--- src/rtl/multi_pop_fifo_if.sv ---
// Handshake bundle for multi_pop_fifo: one-word push side, multi-lane pop side.
// The FIFO takes the slave modport; the producer/consumer takes master.
interface multi_pop_fifo_if #(
   parameter int unsigned DATA_WIDTH = 32,
   parameter int unsigned POP_WIDTH  = 4,
   parameter int unsigned ELEMENTS   = 15
);
   localparam int unsigned CT_W  = $clog2(POP_WIDTH) + 1;
   localparam int unsigned CNT_W = $clog2(ELEMENTS + 1);

   logic [DATA_WIDTH-1:0]           din;
   logic                            din_valid;
   logic                            din_ready;
   logic [DATA_WIDTH*POP_WIDTH-1:0] dout;
   logic [CT_W-1:0]                 dout_valid_ct;
   logic [CT_W-1:0]                 dout_ready_ct;
   logic [CNT_W-1:0]                count;

   modport master (
      output din, din_valid, dout_ready_ct,
      input  din_ready, dout, dout_valid_ct, count
   );

   modport slave (
      input  din, din_valid, dout_ready_ct,
      output din_ready, dout, dout_valid_ct, count
   );
endinterface

--- src/rtl/multi_pop_fifo.sv ---
// FIFO with one push and up to POP_WIDTH pops per cycle; lane 0 is always the oldest entry.
// Define MULTI_POP_FIFO_BYPASS_EN to let a push appear on dout (and be popped) in the same cycle.
module multi_pop_fifo #(
   parameter int unsigned DATA_WIDTH = 32,
   parameter int unsigned POP_WIDTH  = 4,
   parameter int unsigned ELEMENTS   = 15
) (
   input  logic             clk,
   input  logic             rst_n,
   multi_pop_fifo_if.slave  bus
);
   localparam int unsigned CT_W  = $clog2(POP_WIDTH) + 1;
   localparam int unsigned CNT_W = $clog2(ELEMENTS + 1);
   localparam int unsigned PTR_W = (ELEMENTS > 1) ? $clog2(ELEMENTS) : 1;
   localparam int unsigned SUM_W = PTR_W + 1;

   localparam logic [CNT_W-1:0] POP_CNT  = CNT_W'(POP_WIDTH);
   localparam logic [CNT_W-1:0] ELEM_CNT = CNT_W'(ELEMENTS);
   localparam logic [SUM_W-1:0] ELEM_SUM = SUM_W'(ELEMENTS);
   localparam logic [PTR_W-1:0] LAST_PTR = PTR_W'(ELEMENTS - 1);

   logic [DATA_WIDTH-1:0] mem [ELEMENTS];

   logic [PTR_W-1:0] rd_ptr;
   logic [PTR_W-1:0] wr_ptr;
   logic [CNT_W-1:0] count;

   logic             push;
   logic             byp_lane;
   logic             byp_take;
   logic             wr_en;
   logic [CT_W-1:0]  stored_lanes;
   logic [CT_W-1:0]  valid_ct;
   logic [CT_W-1:0]  pops;
   logic [CT_W-1:0]  rd_adv;
   logic [SUM_W-1:0] rd_sum;
   logic [PTR_W-1:0] rd_ptr_nxt;
   logic [PTR_W-1:0] wr_ptr_nxt;
   logic [CNT_W-1:0] count_nxt;

   logic [SUM_W-1:0] lane_sum  [POP_WIDTH];
   logic [PTR_W-1:0] lane_addr [POP_WIDTH];

   // Space check looks only at registered occupancy, never at same-cycle pops.
   assign bus.din_ready = rst_n && (count < ELEM_CNT);
   assign push          = bus.din_valid && bus.din_ready;
   assign stored_lanes  = (count < POP_CNT) ? CT_W'(count) : CT_W'(POP_WIDTH);

`ifdef MULTI_POP_FIFO_BYPASS_EN
   // Incoming word rides in the first lane above the stored ones while storage is shallow.
   assign byp_lane = push && (count < POP_CNT);
`else
   assign byp_lane = 1'b0;
`endif

   assign valid_ct          = rst_n ? (stored_lanes + CT_W'(byp_lane)) : '0;
   assign bus.dout_valid_ct = valid_ct;
   assign pops              = (valid_ct < bus.dout_ready_ct) ? valid_ct : bus.dout_ready_ct;

   // A bypassed word that gets popped never touches storage, so rd_ptr skips it too.
   assign byp_take = byp_lane && (pops > stored_lanes);
   assign wr_en    = push && !byp_take;
   assign rd_adv   = pops - CT_W'(byp_take);

   assign rd_sum     = SUM_W'(rd_ptr) + SUM_W'(rd_adv);
   assign rd_ptr_nxt = (rd_sum >= ELEM_SUM) ? PTR_W'(rd_sum - ELEM_SUM) : PTR_W'(rd_sum);
   assign wr_ptr_nxt = (wr_ptr == LAST_PTR) ? '0 : (wr_ptr + PTR_W'(1));
   assign count_nxt  = count + CNT_W'(push) - CNT_W'(pops);

   assign bus.count = count;

   // Storage address of each output lane, wrapping at ELEMENTS.
   always_comb begin
      for (int k = 0; k < POP_WIDTH; k++) begin
         lane_sum[k]  = SUM_W'(rd_ptr) + SUM_W'(k);
         lane_addr[k] = (lane_sum[k] >= ELEM_SUM) ? PTR_W'(lane_sum[k] - ELEM_SUM)
                                                  : PTR_W'(lane_sum[k]);
      end
   end

   always_comb begin
      bus.dout = '0;
      for (int k = 0; k < POP_WIDTH; k++) begin
         if (byp_lane && (CT_W'(k) == stored_lanes))
            bus.dout[k*DATA_WIDTH +: DATA_WIDTH] = bus.din;
         else
            bus.dout[k*DATA_WIDTH +: DATA_WIDTH] = mem[lane_addr[k]];
      end
   end

   always_ff @(posedge clk) begin
      if (!rst_n) begin
         rd_ptr <= '0;
         wr_ptr <= '0;
         count  <= '0;
      end else begin
         rd_ptr <= rd_ptr_nxt;
         count  <= count_nxt;
         if (wr_en)
            wr_ptr <= wr_ptr_nxt;
      end
   end

   // Storage is deliberately left unreset.
   always_ff @(posedge clk) begin
      if (wr_en)
         mem[wr_ptr] <= bus.din;
   end
endmodule

--- src/flat_wrapper.sv ---
// flat-port wrapper written by rule: the top's interface ports become plain ports
module multi_pop_fifo_flat 
#(
   parameter int unsigned DATA_WIDTH = 32,
   parameter int unsigned POP_WIDTH  = 4,
   parameter int unsigned ELEMENTS   = 15
)
  (clk, rst_n, bus_din, bus_din_valid, bus_dout_ready_ct, bus_din_ready, bus_dout, bus_dout_valid_ct, bus_count);
  multi_pop_fifo_if #(.DATA_WIDTH(DATA_WIDTH), .POP_WIDTH(POP_WIDTH), .ELEMENTS(ELEMENTS)) bus_i ();
  input  logic clk;
  input  logic rst_n;
  input wire logic [$bits(bus_i.din)-1:0] bus_din;
  input wire logic [$bits(bus_i.din_valid)-1:0] bus_din_valid;
  input wire logic [$bits(bus_i.dout_ready_ct)-1:0] bus_dout_ready_ct;
  output wire logic [$bits(bus_i.din_ready)-1:0] bus_din_ready;
  output wire logic [$bits(bus_i.dout)-1:0] bus_dout;
  output wire logic [$bits(bus_i.dout_valid_ct)-1:0] bus_dout_valid_ct;
  output wire logic [$bits(bus_i.count)-1:0] bus_count;
  assign bus_i.din = bus_din;
  assign bus_i.din_valid = bus_din_valid;
  assign bus_i.dout_ready_ct = bus_dout_ready_ct;
  assign bus_din_ready = bus_i.din_ready;
  assign bus_dout = bus_i.dout;
  assign bus_dout_valid_ct = bus_i.dout_valid_ct;
  assign bus_count = bus_i.count;
  multi_pop_fifo #(.DATA_WIDTH(DATA_WIDTH), .POP_WIDTH(POP_WIDTH), .ELEMENTS(ELEMENTS)) u_core (.clk(clk), .rst_n(rst_n), .bus(bus_i));
endmodule
--- config.mk ---
export PLATFORM = sky130hd
export DESIGN_NAME = multi_pop_fifo_flat
export DESIGN_NICKNAME = d
export VERILOG_FILES = /design/src/rtl/multi_pop_fifo_if.sv /design/src/rtl/multi_pop_fifo.sv /design/src/flat_wrapper.sv
export SDC_FILE = /design/constraint.sdc
export NUM_CORES = 2
export LEC_CHECK = 0
export CAP_MARGIN = 30
export CORE_MARGIN = 2
export CORE_UTILIZATION = 45
export CTS_CLUSTER_SIZE = 12
export DETAILED_ROUTE_END_ITERATION = 10
export HOLD_SLACK_MARGIN = 0.05
export PLACE_DENSITY = 0.64
export SKIP_LAST_GASP = 1
export SLEW_MARGIN = 20
export SYNTH_ARGS = -nofsm -noshare
export SYNTH_HDL_FRONTEND = slang
export SYNTH_SLANG_ARGS = --single-unit
export TNS_END_PERCENT = 10
--- constraint.sdc ---
create_clock -name clk -period 4.9 [get_ports clk]
set_input_delay 1.47 -clock clk [delete_from_list [all_inputs] [get_ports clk]]
set_output_delay 1.47 -clock clk [all_outputs]
set_load 0.01 [all_outputs]
After elaboration in Yosys (flattened, before gate mapping)
Memory sizes are Yosys's and may differ from the RTL's.
Cells that the tools add are included.

storage, ports and cells
  register bits after elaboration = 12
  memory bits (writable) = 480
  memories = 1

memory list
  memory      depth  width  rd ports  clocked after memory_dff  write ports  line                  RTL
  u_core.mem  15     32     4         0                         1            multi_pop_fifo.sv:22  logic [DATA_WIDTH-1:0] mem [ELEMENTS];

cells by class
  add/sub/neg operators = 12
  $lt $le $gt $ge = 8
  equality and inequality tests = 1
  muxes and demuxes = 11
  reduce and logical (&&, ||, !) cells = 2

operators by type and width
  kind                                                        number
  two-way mux 4 bit                                           6
  >= comparator 5 x 4 -> 1 bit, second input constant         4
  subtractor 4 bit, second input constant                     5
  adder 4 x 2 -> 5 bit, second input constant                 2
  two-way mux 3 bit                                           3
  adder 4 x 1 -> 5 bit, second input constant                 1
  adder 4 x 3 -> 5 bit                                        1
  adder 4 x 1 -> 4 bit                                        1
  adder 4 x 1 -> 4 bit, second input constant                 1
  equality test 4 bit, second input constant                  1
  >= comparator 4 bit, second input constant                  1
  less-than comparator 4 x 3 -> 1 bit, second input constant  1
  less-than comparator 4 bit, second input constant           1
  subtractor 4 x 3 -> 4 bit                                   1
  less-than comparator 3 bit                                  1
  logical AND 1 bit                                           2
  two-way mux 1 bit                                           2

Longest topological paths before layout
  depth in word-level cells = 8
  gate-level depth with buffers = 16
  mapped depth without buffers = 16

Least setup slack after synthesis
OpenSTA, ideal clock, no wires.

  path type = input port to flip-flop
  start point = in rst_n
  end point = mem u_core.mem[0][0] (enable)
  arrival = 4.356 ns
  required time = 4.439 ns
  path slack = 0.083 ns
  cell stages on the path = 4
  path buffers = 0
  path through = and2_1 > nand2_1 > or3_1 > nor3_1

between the ends
  word-level cells in the longest chain between the ends = 4

RTL lines
  what                                     line                   RTL
  start, declared                          flat_wrapper.sv:11     input logic rst_n;
  logical AND 1 bit                        multi_pop_fifo.sv:45   assign bus.din_ready = rst_n && (count < ELEM_CNT);
  logical AND 1 bit                        multi_pop_fifo.sv:46   assign push = bus.din_valid && bus.din_ready;
  two-way mux 1 bit                        multi_pop_fifo.sv:106  if (wr_en)
  two-way mux 1 bit (not written as such)  multi_pop_fifo.sv:107  mem[wr_ptr] <= bus.din;
  end, declared                            multi_pop_fifo.sv:22

No other way between the ends.

Worst setup path after layout
  start point = reg u_core.rd_ptr[2]
  end point = out bus_dout[84]

between the ends
  word-level cells in the longest chain between the ends = 4
  elaborated cells between the ends (all ways) = 5
  classes of those cells = 2 x add/sub; 1 x order compare; 1 x mux; 1 x memory

RTL lines
  what                                                              line                  RTL
  start, declared                                                   multi_pop_fifo.sv:24  logic [PTR_W-1:0] rd_ptr;
  start signal, assigned                                            multi_pop_fifo.sv:97  rd_ptr <= rd_ptr_nxt;
  adder 4 x 2 -> 5 bit *                                            multi_pop_fifo.sv:75  lane_sum[k] = SUM_W'(rd_ptr) + SUM_W'(k);
  subtractor 4 bit or >= comparator 5 x 4 -> 1 bit (tied branches)  multi_pop_fifo.sv:76  lane_addr[k] = (lane_sum[k] >= ELEM_SUM) ? PTR_W'(lane_sum[k] - ELEM_SUM)
  two-way mux 4 bit *                                               multi_pop_fifo.sv:76
  memory read (15 x 32 bit) *                                       -
  end, declared                                                     flat_wrapper.sv:16    output wire logic [$bits(bus_i.dout)-1:0] bus_dout;

Mark *: on every way between the ends. The rest lies on a longest branch, timed or not.

==> key figures <==
Route
  • Via total after detailed routing: 36,420
  • Remaining design rule violation count: 0
  • Remaining antenna violation count: 0
  • Vias per Instance: slightly above 7
  • Initial DRC Count: 6,731
  • Post-detailed-route wirelength per cell: between 30 and 40 um
  • Iteration count of the initial detailed-routing pass: 9
  • Post-detailed-routing wire length: 163.2 mm

Min path
  • Worst hold path type: reg -> reg

STA
  • Number of pins exceeding their max-slew limit in the final report: 0
  • Total count of hold-check failures in the final report: 0
  • Setup repair after global routing missed its margin: yes
  • Final worst slack: -363.5 ps
  • Tightest Pin Transition: roughly 840 ps
  • Minimum clock period after layout: 5264 ps
  • Ratio of final minimum period to clock period: 107.4%
  • Total of endpoints with negative setup slack in the final report: 119
  • Clock skew: 23.95 ps
  • Fmax: 190.0 MHz
  • Relative slew margins: a little over two fifths

Floorplanning
  • Width of the chip: 278.3 um
  • Num ports: 174
  • Initial standard-cell utilization of the core: 45.49%
  • Placeable Area: 74,450 um^2
  • Site Rows: 100
  • Die footprint: 77,460 um^2
  • Floorplan die height: approximately 280 um

Clocking
  • CTS HTree Levels: 2
  • Number of buffers on the longest clock path: 3
  • Worst-path clk slew: 60 ps
  • Total of hold buffers inserted after clock tree synthesis: 0
  • Cell chosen for the clock root: sky130_fd_sc_hd__clkbuf_16
  • CTS tree: done
  • Number of clock buffers inserted by TritonCTS: 54
  • Number of clock sinks seen by CTS: 492
  • Clock insertion delay at the later pin of the skew report: 640 ps

Synthesis
  • Ys Warns: 0
  • Most frequently used cell type in the post-synthesis netlist: sky130_fd_sc_hd__nand2_1
  • Number of flops mapped to enable cells by yosys: 480
  • Most area-consuming cells after synthesis: sky130_fd_sc_hd__edfxtp_1, sky130_fd_sc_hd__nand2_1, sky130_fd_sc_hd__mux4_2
  • Top cells by instance count after synthesis: sky130_fd_sc_hd__nand2_1, sky130_fd_sc_hd__edfxtp_1, sky130_fd_sc_hd__nor2_1
  • Top cell type's share of synthesized area: 42.56%
  • Mapped Cells: 3,538
  • Predominant post-synthesis flop cell: sky130_fd_sc_hd__edfxtp_1
  • Post-Syn Area per Cell: 9.571 um^2
  • Share of async-settable or async-resettable flops after synthesis: 0%
  • Yosys reg bits: 492
  • Unique masters post-synth: slightly above 90
  • Net count after synthesis: 3,596
  • Share of the yosys chip area belonging to registers: 43.27%
  • Cell taking the most area after synthesis: sky130_fd_sc_hd__edfxtp_1
  • Summed instance area of the synthesized netlist: 33,860 um^2

Setup path
  • Critical setup path kind: reg -> out
  • Startpoint Class: flop
  • Worst-path maximum fanout: 10
  • CP required: 3430 ps
  • Critical path endpoint category: output pin
  • Arrival time worst endpoint: roughly 3800 ps

Power
  • Peak ir drop on the vdd network: 0.4311 mV
  • Power per cell area: 549.9 nW/um^2
  • Standby leakage power: 15.80 nW
  • Total power draw: 24.56 mW

Global routing
  • Global-route wire length before repair: 230.0 mm
  • Antenna violations before repair: 3
  • GRT Residual Overflow: 0
  • Number of global-route vias before repair: around 33,000
  • Overall track demand over capacity in global routing: 40.42%
  • Largest net degree at the start of global routing: 57

Final layout
  • Layout-stage area growth over the synthesis result: 31.87%
  • Final core occ: 59.98%
  • Fraction of final layout cells with drive strength greater than 1: 24.99%
  • Post-layout instance count excluding filler cells: 5,008
  • Number of nets in the layout: around 4,100

Placed design
  • Total placed cells including tap cells: 4,750
  • Final HPWL DP: just under 100 mm
  • RePlAce Congestion: between 1 and 1.5
  • Count of input and output buffers: 173

Outcome
  • Violated checks: setup timing
  • Status: finished, violations left

Job
  • Max-cap violation count: 0
==> cells in the final DEF, fill, tap and decap left out, types with 17 or more instances in the layout <==
cell,Yosys,layout
sky130_fd_sc_hd__a211oi_1,93,69
sky130_fd_sc_hd__a211oi_2,0,24
sky130_fd_sc_hd__a21oi_1,128,121
sky130_fd_sc_hd__a221oi_1,35,30
sky130_fd_sc_hd__a22oi_1,30,28
sky130_fd_sc_hd__a311oi_1,39,38
sky130_fd_sc_hd__a31o_2,22,21
sky130_fd_sc_hd__a31oi_1,55,51
sky130_fd_sc_hd__a32oi_1,69,64
sky130_fd_sc_hd__buf_12,0,147
sky130_fd_sc_hd__buf_4,27,347
sky130_fd_sc_hd__buf_6,8,28
sky130_fd_sc_hd__clkbuf_16,0,57
sky130_fd_sc_hd__clkdlybuf4s50_1,0,55
sky130_fd_sc_hd__dlygate4sd2_1,0,80
sky130_fd_sc_hd__edfxtp_1,480,480
sky130_fd_sc_hd__inv_1,40,39
sky130_fd_sc_hd__mux2_2,17,17
sky130_fd_sc_hd__mux2i_1,151,150
sky130_fd_sc_hd__mux4_2,96,96
sky130_fd_sc_hd__nand2_1,859,850
sky130_fd_sc_hd__nand3_1,156,155
sky130_fd_sc_hd__nand4_1,50,50
sky130_fd_sc_hd__nor2_1,172,146
sky130_fd_sc_hd__nor2_4,1,22
sky130_fd_sc_hd__o2111ai_1,43,41
sky130_fd_sc_hd__o211ai_1,46,46
sky130_fd_sc_hd__o21ai_0,92,84
sky130_fd_sc_hd__o221ai_1,28,28
sky130_fd_sc_hd__o22a_1,18,18
sky130_fd_sc_hd__o22ai_1,170,167
==> per-stage QoR <==
stage / worst slack (ps) / hold slack (ps) / setup TNS (ps) / instance area (um^2)
6_report: -363.5 / 566.2 / -22290 / 44660
5_1_grt: -420.3 / 663.8 / -30620 / 44650
3_3_place_gp: -327.9 / 545.5 / -5616 / 40010
2_1_floorplan: 83.29 / 517.9 / 0 / 33860
4_1_cts: -249.9 / 571.6 / -19460 / 44150
3_5_place_dp: -230.2 / 566.1 / -5705 / 40100
==> routing by layer <==
| metal | wire (um) | track usage (%) |
|---|---|---|
| met1 | 57850 | 53.24 |
| met5 | 25 | 0 |
| met2 | 67020 | 57.90 |
| met3 | 25500 | 12.62 |
| met4 | 12780 | 25.07 |
==> what timing repair did <==
action,CTS,global route
setup buffers,121,24
pin swaps,95,21
setup endpoints to repair,128,128
resized for setup,387,65
gates cloned,16,3
==> worst max-delay path: stages (launching register included) <==
cell,delay [ps]
sky130_fd_sc_hd__dfxtp_4,370
sky130_fd_sc_hd__ha_4,180
sky130_fd_sc_hd__buf_12,140
sky130_fd_sc_hd__and2b_1,190
sky130_fd_sc_hd__buf_4,140
sky130_fd_sc_hd__buf_4,130
sky130_fd_sc_hd__o221ai_1,370
sky130_fd_sc_hd__o211ai_1,280
sky130_fd_sc_hd__buf_12,230
sky130_fd_sc_hd__a31oi_4,140
sky130_fd_sc_hd__o31ai_2,80
sky130_fd_sc_hd__buf_4,150
sky130_fd_sc_hd__a31oi_1,150
sky130_fd_sc_hd__o21ai_1,150
sky130_fd_sc_hd__buf_4,170
sky130_fd_sc_hd__dlygate4sd2_1,280
==> flip-flops by register name (all words and copies together) (netlist names) <==
register,cells
u_core.mem,480
u_core.bus.count,4
u_core.rd_ptr,4
u_core.wr_ptr,4
==> worst paths after layout <==
path                                          to  cells after the start                 from  slack [ps]
worst max-delay path                bus_dout[84]                     15     u_core.rd_ptr[2]        -360
worst min-delay path            u_core.wr_ptr[1]                      2     u_core.wr_ptr[1]         570
worst max register to register  u_core.rd_ptr[0]                     15  u_core.bus.count[3]        1580
worst min register to register  u_core.wr_ptr[1]                      2     u_core.wr_ptr[1]         570
==> report_power, final <==
| part | switching (mW) | internal, mW | total, mW |
|---|---|---|---|
| Clock | 1.76 | 2.18 | 3.94 |
| Sequential | 0.0571 | 4.66 | 4.72 |
| Combinational | 9.03 | 6.87 | 15.9 |
==> cell families after synthesis <==
family	count (synthesis)	synth area share [%]
xor gates and xnor gates	13	0.3584
buffers and inverters	366	5.014
muxes	264	11.41
and+or+nand+nor	1371	17.51
DFF	492	43.27
adders and majority gates	20	0.7833
AOI/OAI and AO/OA	1012	21.65
==> layout make-up <==
cell class / instances / area, um^2
Clock buffer: 66 / 1396
Fill cell: 6052 / 29790
Clock inverter: 29 / 247.7
Inverter: 42 / 160.2
Multi-Input combinational cell: 2680 / 18670
Timing Repair Buffer: 728 / 8304
Sequential cell: 492 / 14670
Antenna cell: 2 / 5.005
Tap cell: 969 / 1212
Note: power is estimated with default switching activity, not from simulation.
